## src/rtl/thresh_pkg.sv

```systemverilog
// Shared types and sizing for the auto-threshold controller.
package thresh_pkg;
    typedef enum logic [1:0] {IDLE, DIVIDE, APPLY} state_t;

    localparam int SUM_W      = 32;
    localparam int DIV_CYCLES = 32;
    localparam int THRESH_W   = 9;
endpackage

```

## src/rtl/seq_divider.sv

```systemverilog
// Restoring unsigned divider, one quotient bit per cycle; done pulses DIV_CYCLES cycles after start.
module seq_divider
    import thresh_pkg::*;
#(
    parameter int DIVIDEND_W = SUM_W,
    parameter int DIVISOR_W  = 21
) (
    input  logic                  clk_in,
    input  logic                  rst_in,
    input  logic                  start_in,
    input  logic [DIVIDEND_W-1:0] dividend_in,
    input  logic [DIVISOR_W-1:0]  divisor_in,
    output logic [DIVIDEND_W-1:0] quotient_out,
    output logic                  done_out
);
    localparam int CNT_W = $clog2(DIV_CYCLES + 1);

    logic [DIVISOR_W-1:0]  r_rem;
    logic [DIVISOR_W-1:0]  r_div;
    logic [DIVIDEND_W-1:0] r_quo;
    logic [CNT_W-1:0]      r_cnt;
    logic                  r_done;

    logic [DIVISOR_W:0]    w_shift;
    logic                  w_ge;
    logic [DIVISOR_W-1:0]  w_diff;

    // Remainder is always below the divisor, so the trial difference fits DIVISOR_W bits.
    assign w_shift = {r_rem, r_quo[DIVIDEND_W-1]};
    assign w_ge    = (w_shift >= {1'b0, r_div});
    assign w_diff  = w_shift[DIVISOR_W-1:0] - r_div;

    always_ff @(posedge clk_in) begin
        if (rst_in) begin
            r_rem  <= '0;
            r_div  <= '0;
            r_quo  <= '0;
            r_cnt  <= '0;
            r_done <= 1'b0;
        end else if (start_in) begin
            r_rem  <= '0;
            r_div  <= divisor_in;
            r_quo  <= dividend_in;
            r_cnt  <= CNT_W'(DIV_CYCLES);
            r_done <= 1'b0;
        end else if (r_cnt != '0) begin
            r_rem  <= w_ge ? w_diff : w_shift[DIVISOR_W-1:0];
            r_quo  <= {r_quo[DIVIDEND_W-2:0], w_ge};
            r_cnt  <= r_cnt - CNT_W'(1);
            r_done <= (r_cnt == CNT_W'(1));
        end else begin
            r_done <= 1'b0;
        end
    end

    assign quotient_out = r_quo;
    assign done_out     = r_done;
endmodule

```

## src/rtl/thresh_ctrl.sv

```systemverilog
// Per-frame mean-luma threshold: accumulate, divide, add offset, clamp; manual override.
// New auto threshold lands 34 cycles after frame end; frames ending while busy are dropped.
module thresh_ctrl
    import thresh_pkg::*;
#(
    parameter logic [THRESH_W-1:0] DEFAULT_THRESH = 9'd128,
    parameter int                  MAX_PIX_W      = 21
) (
    input  logic                clk_in,
    input  logic                rst_in,
    input  logic                y_valid_in,
    input  logic [7:0]          y_in,
    input  logic                frame_end_in,
    input  logic [8:0]          offset_in,
    input  logic                manual_in,
    input  logic [THRESH_W-1:0] manual_thresh_in,
    output logic [THRESH_W-1:0] thresh_out,
    output logic                thresh_update_out,
    output logic                busy_out,
    output logic                overrun_out
);
    state_t                r_state, w_state_nxt;
    logic [SUM_W-1:0]      r_sum, w_sum_nxt;
    logic [MAX_PIX_W-1:0]  r_cnt, w_cnt_nxt;
    logic                  w_acc;
    logic                  w_start, w_apply, w_div_done;
    logic [SUM_W-1:0]      w_quot;
    logic [7:0]            w_mean;
    logic [10:0]           w_biased;
    logic [THRESH_W-1:0]   w_clamped;
    logic [THRESH_W-1:0]   r_auto, r_thresh;
    logic                  r_upd, r_ovr;

    // Once the count saturates the frame stops accumulating, keeping sum/count consistent.
    always_comb begin
        w_acc     = y_valid_in && !(&r_cnt);
        w_sum_nxt = r_sum + (w_acc ? SUM_W'(y_in) : '0);
        w_cnt_nxt = r_cnt + MAX_PIX_W'(w_acc);
    end

    always_ff @(posedge clk_in) begin
        if (rst_in || frame_end_in) begin
            r_sum <= '0;
            r_cnt <= '0;
        end else begin
            r_sum <= w_sum_nxt;
            r_cnt <= w_cnt_nxt;
        end
    end

    always_ff @(posedge clk_in) begin
        if (rst_in) r_state <= IDLE;
        else        r_state <= w_state_nxt;
    end

    always_comb begin
        w_state_nxt = r_state;
        w_start     = 1'b0;
        w_apply     = 1'b0;
        case (r_state)
            IDLE: begin
                if (frame_end_in && (w_cnt_nxt != '0)) begin
                    w_start     = 1'b1;
                    w_state_nxt = DIVIDE;
                end
            end
            DIVIDE: if (w_div_done) w_state_nxt = APPLY;
            APPLY: begin
                w_apply     = 1'b1;
                w_state_nxt = IDLE;
            end
            default: w_state_nxt = IDLE;
        endcase
    end

    seq_divider #(
        .DIVIDEND_W (SUM_W),
        .DIVISOR_W  (MAX_PIX_W)
    ) u_div (
        .clk_in       (clk_in),
        .rst_in       (rst_in),
        .start_in     (w_start),
        .dividend_in  (w_sum_nxt),
        .divisor_in   (w_cnt_nxt),
        .quotient_out (w_quot),
        .done_out     (w_div_done)
    );

    // 11-bit two's complement covers mean (0..255) plus offset (-256..255).
    always_comb begin
        w_mean   = (|w_quot[SUM_W-1:8]) ? 8'hFF : w_quot[7:0];
        w_biased = {3'b000, w_mean} + {{2{offset_in[8]}}, offset_in};
        if (w_biased[10])             w_clamped = '0;
        else if (w_biased[9:8] != '0) w_clamped = 9'd255;
        else                          w_clamped = {1'b0, w_biased[7:0]};
    end

    always_ff @(posedge clk_in) begin
        if (rst_in) begin
            r_auto   <= DEFAULT_THRESH;
            r_thresh <= DEFAULT_THRESH;
            r_upd    <= 1'b0;
            r_ovr    <= 1'b0;
        end else begin
            r_upd <= w_apply && !manual_in;
            if (w_apply)                          r_auto <= w_clamped;
            if (frame_end_in && r_state != IDLE)  r_ovr  <= 1'b1;
            if (manual_in)                        r_thresh <= manual_thresh_in;
            else if (w_apply)                     r_thresh <= w_clamped;
            else                                  r_thresh <= r_auto;
        end
    end

    assign thresh_out        = r_thresh;
    assign thresh_update_out = r_upd;
    assign busy_out          = (r_state != IDLE);
    assign overrun_out       = r_ovr;
endmodule

```

## config.mk

```make
export PLATFORM = sky130hd
export DESIGN_NAME = thresh_ctrl
export DESIGN_NICKNAME = d
export VERILOG_FILES = /design/src/rtl/thresh_pkg.sv /design/src/rtl/seq_divider.sv /design/src/rtl/thresh_ctrl.sv
export SDC_FILE = /design/constraint.sdc
export NUM_CORES = 1
export LEC_CHECK = 0
export BUFFER_PORTS_ARGS = -buffer_cell sky130_fd_sc_hd__clkbuf_2
export CORE_MARGIN = 2
export CORE_UTILIZATION = 40
export DETAILED_ROUTE_END_ITERATION = 8
export GPL_ROUTABILITY_DRIVEN = 0
export PLACE_DENSITY_LB_ADDON = 0.05
export RECOVER_POWER = 25
export SLEW_MARGIN = 10
export SYNTH_ARGS = -nofsm -noshare
export SYNTH_HDL_FRONTEND = slang
export SYNTH_HIERARCHICAL = 1
export SYNTH_SLANG_ARGS = --single-unit
```

## constraint.sdc

```tcl
create_clock -name clk_in -period 6.9 [get_ports clk_in]
set_clock_uncertainty 0.05 [all_clocks]
set_input_delay 0.69 -clock clk_in [delete_from_list [all_inputs] [get_ports clk_in]]
set_output_delay 0.69 -clock clk_in [all_outputs]
set_load 0.02 [all_outputs]
```

==> metrics.txt, run 1 <==
status=complete, but fails checks; failing checks=max-capacitance violations, max-slew violations; DR WL/cell=15.51 µm; Initial Util=0.4059; crit path from=r_cnt[6]; Worst R2R Setup Slack=1.92 ns; IO Pins=between 40 and 50; Tcrit/Tclk final=0.7217; largest net degree at the start of global routing=87; FF+latch count, synth=~160; type of the worst min-delay path=flop to flop; setup tns final=0 ns; VDD IR max=0.2404 mV; Die Height=roughly 150 µm; distinct cell type count after synthesis=82; Max Freq=around 0.2 GHz; ys flop type=dfxtp_1; CP Capture Type=flop; Post-Place Cell Area=0.009238 mm²; router iterations before antenna repair=5; mapped cell area=around 0.009 mm²; post-synth top area cell=dfxtp_1; WHS=0.3914 ns; clk sink count=roughly 160; post-route antenna net violation count=0; GR Layer Usage met3=0.02759; cts repair resizes=0; Critical Path Sink=u_div/r_rem[20]; Worst-Margin Slew=3.831 ns; Seq/Total Area, Yosys=0.3537; PnR worst setup slack=roughly 1.9 ns; Tot GR Track Use=0.1853; core area=0.02176 mm²; first-pass GRT wire length=35560 µm; syn nets=1176; Initial DRC Count=around 380; vias in the first global route=between 6000 and 7000; CTS max path bufs=2; grt peak-use layer=met2; routed via count=~7400; Worst-path clk slew=around 0.060 ns; Root Buffer=clkbuf_16; die area=0.02328 mm²; Critical Path Start Type=flop; Hold Violations, Final=0; initial antenna violation count=1; dpl cells=roughly 1400; number of flops mapped to enable cells by yosys=0; Num CTS Buffers=17; maximum fanout along the worst path=86; area fraction of the dominant cell type after synthesis=0.3537; Max-cap violations=2; Post-DP HPWL=15110 µm; met2 Usage GRT=0.3156; die span in x=between 150 and 200 µm; register area=0.003123 mm²; GR Util met1=0.2504; Layout fillers=around 2200; TritonCTS clock tree=done; static leakage=a little over 4 nW; cts hold-fix bufs=0; async set-reset flop share out of synthesis=0; setup bufs post-CTS=0; crit path time final=roughly 5.0 ns; Post-Route WL=around 22000 µm; IO Port Bufs=42; Synth Warn #=6; DRC viols=0; reg2reg start=r_cnt[6]; Clock Latency Late Sink=between 0.4 and 0.5 ns; Ant. Diodes=0; most common cell after layout, fill and taps aside=dfxtp_1; Nets=1189; Relative slew margins=-1.554; Worst EP required=~7.2 ns; Power Density=344.7 mW/mm²; kind of critical path=flop to flop; CP Data Arrival Time=approximately 5.3 ns; Layout area overhead=12.03%; placement row count=54; Vias/cell=around 5.2; ranking of synthesized cells by area=dfxtp_1 (35%), a21oi_1 (6.3%), ha_1 (5.8%); Avg Cell Area, Syn=about 8.0 µm²; post-placement setup slack=1.903 ns; end of the worst register-to-register path=u_div/r_rem[20]; Multi-input gate area=0.005303 mm²; grt total ovfl=0; Slew Limit Fails=approximately 130; layout cell share with drive strength beyond 1=0.08696; Cells after Synth=roughly 1100; most frequent cells in the layout=dfxtp_1 (156), nand2_1 (117), nor2_1 (113); Setup Viol. Count Final=0; CTS H-Tree Depth=4; length in cells of the worst reg-to-reg path=16; Non-Filler Instances=between 1000 and 1500; design area=0.009892 mm²; RSZ-0062 raised after global routing=no
==> cell usage after synthesis, drive strengths merged (39+ instances only) <==
| cell type | number |
|---|---|
| ha | 41 |
| dfxtp | 156 |
| clkbuf | 48 |
| nor2 | 115 |
| nand2 | 118 |
| xor2 | 39 |
| o21ai | 41 |
| and2 | 63 |
| a21oi | 112 |
| inv | 47 |
==> routing by layer <==
metal | vias up | wire [µm]
met2 | 84 | 10460
li1 | 3854 | -
met4 | 0 | 121
met1 | 3430 | 10700
met3 | 9 | 542
met5 | - | 0
==> worst min-delay path by stage <==
stage / start / endpoint / slack (ns) / depth (start not counted)
6_report: r_auto[8] / r_auto[8] / 0.39 / 2
5_1_grt: r_auto[8] / r_auto[8] / 0.43 / 2
4_1_cts: r_auto[8] / r_auto[8] / 0.40 / 2
3_5_place_dp: r_auto[8] / r_auto[8] / 0.39 / 2
3_3_place_gp: r_auto[8] / r_auto[8] / 0.38 / 2
2_1_floorplan: r_auto[8] / r_auto[8] / 0.37 / 2
==> layout make-up <==
class | instances | share of cell area
multi-input cells | 840 | 0.5360
flip-flops and latches | 156 | 0.3157
repair buffers | 52 | 0.02644
inverters | 47 | 0.01783
well taps | 280 | 0.03542
clock buffers | 19 | 0.04478
clock inverters | 13 | 0.02378
==> critical path, cell delays in order, from the launching register on <==
cell     delay [ns]
dfxtp_1        0.47
and4_1         0.32
nand4_1        0.14
o31a_1         0.46
ha_1           0.31
ha_1           0.33
nand4_1        0.15
xor2_1         0.26
nand4_1        0.14
or4_1          0.43
nor4_2         0.31
nor3_2         0.09
buf_4          0.43
or2_2          0.46
nor2_1         0.25
nand2_1        0.12
o21ai_0        0.19
==> per-stage QoR <==
step	utilization	power, mW
after floorplan	-	2.058
after global placement	0.4246	2.345
after detailed placement	0.4246	2.339
after CTS	0.4558	3.442
after global routing	0.4547	3.636
final	0.4547	3.409
==> power breakdown <==
part	switching [mW]	internal [mW]
sequential	0.0477	0.966
combinational	0.812	0.496
clock	0.394	0.693
total	1.25	2.16
==> sequential cells by signal (all words and copies together), names as in the netlist <==
signal	count
u_div/r_rem	21
r_auto	9
u_div/done_out	1
r_state	2
u_div/r_div	21
r_cnt	21
u_div/r_cnt	6
u_div/quotient_out	32
overrun_out	1
thresh_out	9
r_sum	32
thresh_update_out	1
==> kinds of logic (layout without fill, tap and decap cells) <==
logic type	after synthesis	count (layout)	synth area share
buffers and inverters	105	131	0.04761
flip-flops	156	156	0.3537
XOR/XNOR	69	69	0.06844
AND/OR/NAND/NOR	458	458	0.2665
adder cells (fa/ha/maj)	44	44	0.06490
AO/OA/AOI/OAI	240	240	0.1659
multiplexers	29	29	0.03288
Power figures use the tool's default switching activity.
==> run 2, diff against run 1 <==
- clock period: 6.9 -> 4.3 ns (I/O delays scaled with it)
==> metrics.txt, run 2 (same netlist as run 1, synthesis figures left out) <==
Critical Path Start Type=flop; status=complete, but fails checks; die area=0.02328 mm² (unchanged); initial antenna violation count=0 (-1); Vias/cell=5.280 (+0.71%); Post-DP HPWL=15590 µm (+3.1%); design area=0.009943 mm² (+0.52%); Post-Place Cell Area=0.009335 mm² (+1.1%); Clock Latency Late Sink=0.42 ns (about the same); utilization after layout=0.4570 (+0.002358); type of the worst min-delay path=input pin to flop; TritonCTS clock tree=done; Relative slew margins=-0.5048 (+1.049); maximum fanout along the worst path=10 (-88%); Max-cap violations=2 (unchanged); Slew Limit Fails=76 (-42%); grt total ovfl=0 (unchanged); Initial DRC Count=384 (+2.4%); Die Height=152.6 µm (unchanged); Layout area overhead=12.61%; setup tns final=0 ns (unchanged); dpl cells=1388 (+0.95%); Worst-Margin Slew=2.257 ns (-1.574 ns); Endpoint, Worst Hold=thresh_out[7]; Tcrit/Tclk final=0.9428 (+0.2210); IO Pins=43 (unchanged); Final Total Pwr=5.250 mW (+54%); Num CTS Buffers=17 (unchanged); Hold Violations, Final=0 (unchanged); post-route antenna net violation count=0 (unchanged); layout cell share with drive strength beyond 1=0.1018 (+0.01480); kind of critical path=flop to flop; Non-Filler Instances=1421 (+1.0%); Worst EP required=4.60 ns (-2.59 ns); placement row count=54 (unchanged); length in cells of the worst reg-to-reg path=17 (+1); DR WL/cell=15.49 µm (-0.14%); most common cell after layout, fill and taps aside=dfxtp_1; end of the worst register-to-register path=u_div/r_rem[13]; most frequent cells in the layout=dfxtp_1 (153), nand2_1 (117), nor2_1 (114); Hold Startpoint=manual_thresh_in[7]; vias in the first global route=7171 (+3.1%); post-placement setup slack=0.06106 ns (-1.842 ns); cts hold-fix bufs=0 (unchanged); Nets=1203 (+1.2%); first-pass GRT wire length=36480 µm (+2.6%); Root Buffer=clkbuf_16; Layout fillers=2248 (+1.7%); DRC viols=0 (unchanged); RSZ-0062 raised after global routing=no; Worst R2R Setup Slack=0.25 ns (-1.67 ns); Setup Viol. Count Final=0 (unchanged); clk sink count=156 (unchanged); Worst-path clk slew=0.06 ns (about the same); Post-Route WL=22010 µm (+0.86%); failing checks=max-capacitance violations, max-slew violations; worst hold path depth=3 (+1); static leakage=4.086 nW (+0.58%); WHS=0.1794 ns (-0.2120 ns); CP Capture Type=flop; reg2reg start=r_cnt[13]; Tot GR Track Use=0.1893 (+0.003987); IO Port Bufs=42 (unchanged); die span in x=152.6 µm (unchanged); routed via count=7503 (+1.7%); VDD IR max=0.2776 mV (+15%); CTS max path bufs=2 (unchanged); largest net degree at the start of global routing=85 (-2.3%); Power Density=528.0 mW/mm² (+53%); CTS H-Tree Depth=4 (unchanged); PnR worst setup slack=0.2461 ns (-1.674 ns); CP Data Arrival Time=4.35 ns (-0.92 ns); core area=0.02176 mm² (unchanged); crit path time final=4.054 ns (-0.9261 ns); Max Freq=0.2467 GHz (+23%); router iterations before antenna repair=5 (unchanged); Initial Util=0.4059 (unchanged)
run 2: cell types whose count changed in the layout (fill, tap and decap cells not counted), sizes merged, moves of 2 or more:
cell / delta
clkinvlp: +2
inv: -3
bufinv: -4
clkbuf: +4
buf: +13
run 2: how the worst max path moves through the flow:
stage | depth (start not counted) | end | start
after global routing | 15 | u_div/quotient_out[22] | r_cnt[11]
after CTS | 16 | u_div/r_rem[13] | r_cnt[11]
after detailed placement | 16 | u_div/r_rem[13] | r_cnt[11]
after global placement | 15 | u_div/quotient_out[31] | r_cnt[11]
final | 17 | u_div/r_rem[13] | r_cnt[13]
after floorplan | 19 | u_div/r_rem[15] | r_cnt[6]
run 2: per-layer routing:
layer	up-vias	global-route usage	share of wire
met5	-	0	0
met4	0	0.05996	0.018
met3	22	0.02929	0.020
met2	80	0.3118	0.46
met1	3513	0.2553	0.50
li1	3888	-	-
run 2: final cells by class:
cell class	count	area, µm²	share of cell area
Antenna cell	1	2.502	0.0002517
Clock buffer	22	474.2	0.04769
Clock inverter	9	112.6	0.01133
Inverter	47	176.4	0.01774
Multi-Input combinational cell	840	5333	0.5363
Sequential cell	156	3127	0.3145
Tap cell	280	350.3	0.03523
Timing Repair Buffer	66	367.9	0.03700
run 2: repair_timing:
action,in CTS,in global routing
setup buffers,0,1
setup endpoints to repair,0,74
gates resized for setup,0,14
endpoints found under the hold margin,0,0
run 2: report_power, final:
part / leakage, nW / switching (mW) / internal (mW)
logic: 2.54 / 1.31 / 0.805
clock network: 0.275 / 0.608 / 0.900
registers: 1.27 / 0.0753 / 1.55
total: 4.09 / 1.99 / 3.26
run 2: critical path, stage by stage (launching register included):
cell and delay, ns:
dfxtp_1 0.40, and4_2 0.29, nand4_1 0.11, o31a_1 0.35, ha_1 0.29, ha_4 0.23, nor2_1 0.09, nor3_1 0.05
a21oi_1 0.22, nand4_1 0.12, or4_1 0.47, nor4_4 0.31, nor3_2 0.12, or2_2 0.35, nor2_1 0.10, buf_4 0.14
nand2_1 0.08, o21ai_1 0.19
==> run 3, diff against run 2 <==
- SYNTH_HIERARCHICAL: 1 -> unset
==> metrics.txt, run 3 <==
design area=0.009632 mm² (-3.1%); Avg Cell Area, Syn=8.405 µm² (+4.8%); end of the worst register-to-register path=u_div.quotient_out[29]; Worst R2R Setup Slack=0.38 ns (+0.14 ns); type of the worst min-delay path=input pin to flop; async set-reset flop share out of synthesis=0 (unchanged); Synth Warn #=0 (-6); number of flops mapped to enable cells by yosys=0 (unchanged); most common cell after layout, fill and taps aside=dfxtp_1; top post-synthesis cells by count=dfxtp_1 (156), nor2_1 (140), a211oi_1 (89); Critical Path Start Type=flop; setup tns final=0 ns (unchanged); CTS H-Tree Depth=4 (unchanged); PnR worst setup slack=0.3849 ns (+0.1388 ns); layout cell share with drive strength beyond 1=0.1025 (+0.0007124); IO Port Bufs=42 (unchanged); clk sink count=156 (unchanged); status=complete, but fails checks; CP Depth=15 (-2); dpl cells=1296 (-6.6%); CP cell instances=nand4_2, nor4_4, nand4_1, o21a_1, buf_4, and2_1, ha_1, o21ai_0, nand2b_1, nand4_1, or3b_4, nor2_2, nand3_1, xor2_1, a211oi_1; first-pass GRT wire length=33490 µm (-8.2%); placement row count=53 (-1.9%); Max Freq=0.2554 GHz (+3.5%); failing checks=max-capacitance violations, max-slew violations; ys flop type=dfxtp_1; Post-Place Cell Area=0.009025 mm² (-3.3%); vias in the first global route=6633 (-7.5%); Clock Latency Late Sink=0.43 ns (about the same); routed via count=7007 (-6.6%); die area=0.02247 mm² (-3.5%); post-synth top area cell=dfxtp_1; Initial Util=0.4063 (+0.0004626); Crit path buffers/inverters=1 (unchanged); DR WL/cell=15.10 µm (-2.5%); Layout fillers=2152 (-4.3%); die span in x=149.9 µm (-1.8%); most frequent cells in the layout=dfxtp_1 (156), nor2_1 (139), a211oi_1 (89); area fraction of the dominant cell type after synthesis=0.3668 (+0.01310); Seq/Total Area, Yosys=0.3668 (+0.01310); FF+latch count, synth=156 (unchanged); static leakage=3.643 nW (-11%); Critical Path Slowest Stage Cell=or3b_4; Relative slew margins=-0.2285 (+0.2763); Non-Filler Instances=1329 (-6.5%); Tcrit/Tclk final=0.9105 (-0.03227); Hold Violations, Final=0 (unchanged); syn nets=1088 (-7.5%); Power Density=590.8 mW/mm² (+12%); Slew Limit Fails=89 (+17%); distinct cell type count after synthesis=63 (-23%); Worst EP required=4.58 ns (-0.02 ns); IO Pins=43 (unchanged); Layout area overhead=13.12%; Setup Viol. Count Final=0 (unchanged); Initial DRC Count=306 (-20%); Cells after Synth=1013 (-8.0%); Num CTS Buffers=17 (unchanged); Worst-Margin Slew=1.843 ns (-0.4145 ns); largest net degree at the start of global routing=66 (-22%); ranking of synthesized cells by area=dfxtp_1 (37%), a211oi_1 (7.8%), nor2_1 (6.2%); CP Capture Type=flop; RSZ-0062 raised after global routing=no; kind of critical path=flop to flop; length in cells of the worst reg-to-reg path=15 (-2); Ant. Diodes=0 (-1); cts hold-fix bufs=0 (unchanged); mapped cell area=0.008514 mm² (-3.6%); VDD IR max=0.3277 mV (+18%); CP delay by family, top=simple AND/OR/NAND/NOR gates; reg2reg start=r_cnt[9]; Vias/cell=5.272 (-0.15%); top-count cell post-synth=dfxtp_1; post-route antenna net violation count=0 (unchanged); initial antenna violation count=0 (unchanged); Critical Path Sink=u_div.quotient_out[29]; post-placement setup slack=0.1072 ns (+0.04610 ns); Tot GR Track Use=0.1852 (-0.004110); Max-cap violations=2 (unchanged); CP Data Arrival Time=4.20 ns (-0.15 ns); most frequent CP cell=nand4_1; Die Height=149.9 µm (-1.8%); CP peak stage delay=0.51 ns (+0.04 ns); Post-DP HPWL=14420 µm (-7.5%); DRC viols=0 (unchanged); grt total ovfl=0 (unchanged); core area=0.02096 mm² (-3.7%); crit path from=r_cnt[9]; TritonCTS clock tree=done; Nets=1116 (-7.2%); WHS=0.1874 ns (+0.007983 ns); Worst-path clk slew=0.07 ns (about the same); CTS max path bufs=2 (unchanged); crit path time final=3.915 ns (-0.1388 ns); maximum fanout along the worst path=8 (-2); Root Buffer=clkbuf_16; router iterations before antenna repair=5 (unchanged); Post-Route WL=20060 µm (-8.8%)
## run 3: cell types whose count changed after synthesis, moves of 19 or more
cell and delta:
nor2_1 +25, mux2i_1 -19, a211oi_1 +81, a21oi_1 -53
nand2_1 -61
## run 3: repair_timing
action / CTS / global route
setup endpoints to repair: 0 / 35
gates resized for setup: 0 / 7
setup buffers: 0 / 1
## run 3: cells by family (layout without fill, tap and decap cells)
logic type,Yosys count,count (layout),synth area share
AO/OA/AOI/OAI,254,254,0.2128
adder cells (fa/ha/maj),44,44,0.06730
multiplexers,11,11,0.01308
AND/OR/NAND/NOR,375,375,0.2203
flip-flops,156,156,0.3668
buffers and inverters,103,144,0.04776
XOR/XNOR,70,70,0.07201
## run 3: through the flow
stage	total power, mW	utilization
2_1_floorplan	3.632	-
3_3_place_gp	4.235	0.4307
3_5_place_dp	4.228	0.4307
4_1_cts	5.763	0.4587
5_1_grt	6.120	0.4596
6_report	5.691	0.4596
## run 3: worst min path at each step
| stage | startpoint | endpoint | slack [ns] | cells past startpoint |
|---|---|---|---|---|
| CTS | manual_thresh_in[8] | thresh_out[8] | 0.17 | 3 |
| floorplan | r_auto[8] | r_auto[8] | 0.37 | 2 |
| finish | manual_thresh_in[8] | thresh_out[8] | 0.19 | 3 |
| global route | manual_thresh_in[8] | thresh_out[8] | 0.18 | 3 |
| global placement | r_auto[8] | r_auto[8] | 0.38 | 2 |
| detailed placement | r_auto[8] | r_auto[8] | 0.38 | 2 |
## run 3: layout make-up
type	instances	area [µm²]	area share
multi-input cells	754	5037	0.5230
flip-flops and latches	156	3123	0.3242
clock buffers	17	425.4	0.04417
repair buffers	60	345.3	0.03585
well taps	275	344.1	0.03572
inverters	52	195.2	0.02026
clock inverters	15	161.4	0.01676
## run 3: per-layer routing
metal / GRT usage / part of all wire
met5: 0 / 0
met4: 0.05802 / 0.017
met3: 0.02866 / 0.026
met2: 0.2977 / 0.45
met1: 0.2548 / 0.51
## run 3: where the power goes
part / switching (mW) / internal [mW] / total, mW
Clock: 0.646 / 0.865 / 1.51
Combinational: 1.45 / 0.982 / 2.44
Sequential: 0.129 / 1.62 / 1.74
Total: 2.23 / 3.46 / 5.69
## run 3: worst min-delay path: stages
cell	delay (ns)
clkbuf_2	0.07
a21oi_1	0.05
nor2_1	0.07
